**src/rtl/fifo_rr_arbiter.sv**
```systemverilog
// Round-robin arbiter with burst lock feeding a fixed-latency tagged shift pipeline.
// Beats are admitted one per cycle and emerge SIZE cycles later with their source id.
module fifo_rr_arbiter #(
  parameter int unsigned N_REQ = 4,
  parameter int unsigned WIDTH = 8,
  parameter int unsigned SIZE  = 4,
  parameter int unsigned ID_W  = 2
) (
  input  logic                     clk,
  input  logic                     reset,
  input  logic [N_REQ-1:0]         req_valid,
  input  logic [N_REQ-1:0]         req_last,
  input  logic [N_REQ*WIDTH-1:0]   req_data,
  output logic [N_REQ-1:0]         req_ready,
  output logic                     out_valid,
  output logic [WIDTH-1:0]         out_data,
  output logic [ID_W-1:0]          out_id,
  output logic                     out_last,
  output logic                     busy
);

  typedef enum logic {
    ARB_OPEN,
    ARB_LOCKED
  } arb_state_e;

  arb_state_e        state_q, state_d;
  logic [ID_W-1:0]   ptr_q, ptr_d;
  logic [ID_W-1:0]   owner_q, owner_d;

  logic              xfer;
  int unsigned       win_idx;
  logic [WIDTH-1:0]  win_data;
  logic              win_last;
  logic [N_REQ-1:0]  rot_valid;

  logic [SIZE-1:0]   vld_q, vld_d;
  logic [SIZE-1:0]   lst_q, lst_d;
  logic [WIDTH-1:0]  dat_q [SIZE];
  logic [WIDTH-1:0]  dat_d [SIZE];
  logic [ID_W-1:0]   id_q  [SIZE];
  logic [ID_W-1:0]   id_d  [SIZE];

  // Grant logic: uses only valid/state/ptr/owner so ready never depends on data or last.
  always_comb begin
    xfer      = 1'b0;
    win_idx   = 0;
    rot_valid = N_REQ'({req_valid, req_valid} >> ptr_q);
    if (state_q == ARB_LOCKED) begin
      win_idx = 32'(owner_q);
      xfer    = |(req_valid & (N_REQ'(1) << owner_q));
    end else begin
      // Scan downwards so the position closest to ptr is the one left standing.
      for (int unsigned k = N_REQ; k > 0; k--) begin
        if (rot_valid[k-1]) begin
          xfer    = 1'b1;
          win_idx = (32'(ptr_q) + k - 1) % N_REQ;
        end
      end
    end
    if (reset) begin
      xfer = 1'b0;
    end
    req_ready = '0;
    for (int unsigned j = 0; j < N_REQ; j++) begin
      req_ready[j] = xfer && (win_idx == j);
    end
    win_data = WIDTH'(req_data >> (win_idx * WIDTH));
    win_last = |(req_last & (N_REQ'(1) << win_idx));
  end

  always_comb begin
    state_d = state_q;
    ptr_d   = ptr_q;
    owner_d = owner_q;
    if (xfer) begin
      if (win_last) begin
        state_d = ARB_OPEN;
        ptr_d   = ID_W'((win_idx + 1) % N_REQ);
      end else begin
        state_d = ARB_LOCKED;
        owner_d = ID_W'(win_idx);
      end
    end
  end

  always_comb begin
    vld_d[0] = xfer;
    lst_d[0] = win_last;
    dat_d[0] = win_data;
    id_d[0]  = ID_W'(win_idx);
    for (int unsigned s = 1; s < SIZE; s++) begin
      vld_d[s] = vld_q[s-1];
      lst_d[s] = lst_q[s-1];
      dat_d[s] = dat_q[s-1];
      id_d[s]  = id_q[s-1];
    end
  end

  always_ff @(posedge clk) begin
    if (reset) begin
      state_q <= ARB_OPEN;
      ptr_q   <= '0;
      owner_q <= '0;
      vld_q   <= '0;
      lst_q   <= '0;
      for (int unsigned s = 0; s < SIZE; s++) begin
        dat_q[s] <= '0;
        id_q[s]  <= '0;
      end
    end else begin
      state_q <= state_d;
      ptr_q   <= ptr_d;
      owner_q <= owner_d;
      vld_q   <= vld_d;
      lst_q   <= lst_d;
      for (int unsigned s = 0; s < SIZE; s++) begin
        dat_q[s] <= dat_d[s];
        id_q[s]  <= id_d[s];
      end
    end
  end

  assign out_valid = vld_q[SIZE-1];
  assign out_last  = lst_q[SIZE-1];
  assign out_data  = dat_q[SIZE-1];
  assign out_id    = id_q[SIZE-1];
  assign busy      = (state_q == ARB_LOCKED) || (|vld_q);

endmodule

```
**config.mk**
```make
export PLATFORM = sky130hd
export DESIGN_NAME = fifo_rr_arbiter
export DESIGN_NICKNAME = d
export VERILOG_FILES = /design/src/rtl/fifo_rr_arbiter.sv
export SDC_FILE = /design/constraint.sdc
export NUM_CORES = 1
export LEC_CHECK = 0
export CAP_MARGIN = 20
export CORE_MARGIN = 1.5
export CORE_UTILIZATION = 50
export DETAILED_ROUTE_END_ITERATION = 10
export PLACE_DENSITY_LB_ADDON = 0.3
export SETUP_SLACK_MARGIN = 0.1
export SLEW_MARGIN = 40
export SYNTH_ARGS = -nofsm -noshare
export SYNTH_HDL_FRONTEND = slang
export SYNTH_SLANG_ARGS = --single-unit
```
**constraint.sdc**
```tcl
create_clock -name clk -period 3.37 [get_ports clk]
set_clock_uncertainty 0.1 [all_clocks]
set_input_delay 0.5055 -clock clk [delete_from_list [all_inputs] [get_ports clk]]
set_output_delay 0.5055 -clock clk [all_outputs]
set_load 0.05 [all_outputs]
```
==> out/qor.csv <==
stage;metric;value;unit
place;dp_hpwl;2550;µm
global_route;grt_pass1_wl;5590;µm
pwr;ir_worst_vdd;471;µV
drt;routedWlPerCell;11.3;µm
cts;cts_resized;0;
drt;dr.pass1.iters;4;
critical_path;ff2ff_path_depth;8;
drt;wl;3440;µm
synth;yosysSeqAreaShare;0.521;
synth;synthCells;194;
critical_path;crit_arrival;2.46;ns
global_route;grt_start_max_net_pins;52;
global_route;grt_pass1_vias;1279;
min_path;hp-class;register to register;
synth;synth-async-reset-ratio;0;
cts;hold_buffers;0;
pwr;p_leak;0.00114;µW
timing;fin_ws;0.307;ns
timing;tightestPinTransition;0.490;ns
die;die_w;66.8;µm
die;core;3970;µm²
synth;yosys_warnings;0;
global_route;grt_use_total;0.170;
cts;clock-sinks;53;
die;fp-row-count;23;
timing;min_period;3.06;ns
drt;ant_nets;0;
synth;synth-seq-cells;53;
final_layout;layout-drive-gt1-share;0.118;
timing;min_period_over_period;0.909;
die;start_util;0.513;
run;maxCapViolCount;0;
place;place_ws;0.351;ns
critical_path;crit_start;req_valid[3];
timing;maxSlewViolCount;0;
place;port_buffers;58;
pwr;power.density;685;nW/µm²
timing;finalHoldViolations;0;
cts;h-tree-depth;2;
critical_path;critPathRequiredTime;2.76;ns
synth;syn_nets;236;
critical_path;startpoint_type;primary input;
die;fp.dieArea;4470;µm²
drt;vias;1455;
min_path;min_from;dat_q[1][2];
synth;postSynthAreaPerCell;10.5;µm²
critical_path;worst-setup-path-type;primary input to primary output;
timing;max_freq;0.327;GHz
status;status;completed;
die;die_h;66.8;µm
place;gp_congestion;0.784;
cts;clock_latency;0.31;ns
cts;cts-root-buf;clkbuf_8;
cts;path_clk_slew;0.10;ns
final_layout;insertedDiodeCount;0;
synth;synthesis.area;2040;µm²
synth;synth_edf_count;0;
cts;cts_setup_buffers;0;
final_layout;fill_cells;312;
timing;relSlewSlack;0.672;
drt;dr.first_iter.drc_count;67;
critical_path;cp_max_fo;6;
drt;drcViolationCount;0;
critical_path;r2r_start;state_q;
synth;ys_types;36;
global_route;overflow;0;
timing;tns;0;ns
min_path;min_path_cells;1;
drt;vias_per_cell;4.77;
cts;cts_tree;built;
final_layout;final_nets;296;
timing;setup_viol;0;
cts;cts_made_buffers;5;
global_route;antenna_found_initial;0;
cts;clockBufferDepth;2;
final_layout;area_delta_synth_final;38.3;%
synth;synthFlopType;dfxtp_1;
critical_path;end_kind;primary output;
die;boundaryPins;59;
timing;rsz0062_at_grt;no;
synth_stat cells (all sizes together), types with 2 or more instances:
cell type  instances  share of area
a211oi             9          0.036
mux2i              9          0.044
and2               2         0.0061
a21oi              5          0.014
mux2               9          0.050
nor2              20          0.037
clkbuf             5         0.0092
dfxtp             53           0.52
buf                4          0.016
a21o               2         0.0074
nand2b             3         0.0092
o221a              2          0.011
o21ai              2         0.0049
nand3              4          0.020
inv                4         0.0074
nor2b             41           0.13
nand2              6          0.012
logic make-up after synthesis:
kind of cell / Yosys count / share of synthesized area
buffers and inverters: 13 / 0.0326
DFF: 53 / 0.521
muxes: 19 / 0.105
and+or+nand+nor: 82 / 0.235
xor gates and xnor gates: 1 / 0.00430
AOI/OAI and AO/OA: 26 / 0.103
layout by cell type, fill, tap and decap left out, drive strengths merged, types with 2 or more instances in the layout:
| master | Yosys | final |
|---|---|---|
| a211oi | 9 | 9 |
| a21o | 2 | 2 |
| a21oi | 5 | 5 |
| and2 | 2 | 2 |
| buf | 4 | 9 |
| clkbuf | 5 | 5 |
| clkdlybuf4s50 | 0 | 53 |
| dfxtp | 53 | 53 |
| inv | 4 | 6 |
| mux2 | 9 | 9 |
| mux2i | 9 | 9 |
| nand2 | 6 | 6 |
| nand2b | 3 | 3 |
| nand3 | 4 | 4 |
| nor2 | 20 | 20 |
| nor2b | 41 | 41 |
| o21ai | 2 | 2 |
| o221a | 2 | 2 |
area by class of cell:
class                      count  area, µm²  area share
sequential                    53       1060       0.377
multi-input combinational    128        917       0.325
timing repair buffer          62        646       0.229
clock buffer                   5       68.8      0.0244
tap                           50       62.6      0.0222
clock inverter                 3       47.5      0.0169
inverter                       4       15.0     0.00533
metrics by stage:
stage | power, µW | std cells | hold slack, ns | area (µm²) | util
after floorplan | 1310 | 194 | 0.314 | 2040 | -
after global placement | 1500 | 297 | 0.316 | 2700 | 0.680
after detailed placement | 1520 | 297 | 0.320 | 2700 | 0.680
after CTS | 1940 | 305 | 0.336 | 2820 | 0.710
after global routing | 2040 | 305 | 0.353 | 2820 | 0.710
final | 1930 | 305 | 0.332 | 2820 | 0.710
critical path, stage by stage:
cell and delay, ns:
clkdlybuf4s50_1 0.57, nor2_1 0.08, nor4b_1 0.46, a211o_1 0.24, nand2_1 0.15, a21oi_1 0.27
buf_12 0.18
power breakdown:
part / leakage [µW] / switching [µW] / internal [µW]
logic: 0.000651 / 361 / 342
clock network: 0.0000591 / 203 / 226
registers: 0.000434 / 60.5 / 736
layer usage:
metal	wire length (µm)	GRT usage	up-vias	part of all wire
met3	185	0.0524	9	0.054
li1	-	-	773	-
met2	1550	0.271	49	0.45
met1	1630	0.203	624	0.47
met4	78	0.0893	0	0.023
met5	0	0	-	0
path summary, 6_finish.rpt:
path                        to  slack, ns
hold reg to reg    dat_q[2][2]       0.33
hold / removal     dat_q[2][2]       0.33
setup / recovery  req_ready[3]       0.31
setup reg to reg    owner_q[1]       0.92
state kept, by name, summed over array words and instances, names as in the netlist:
register / count
owner_q: 2
dat_q: 32
id_q: 8
lst_q: 4
vld_q: 4
state_q: 1
ptr_q: 2
(Power assumes the default switching activity.)
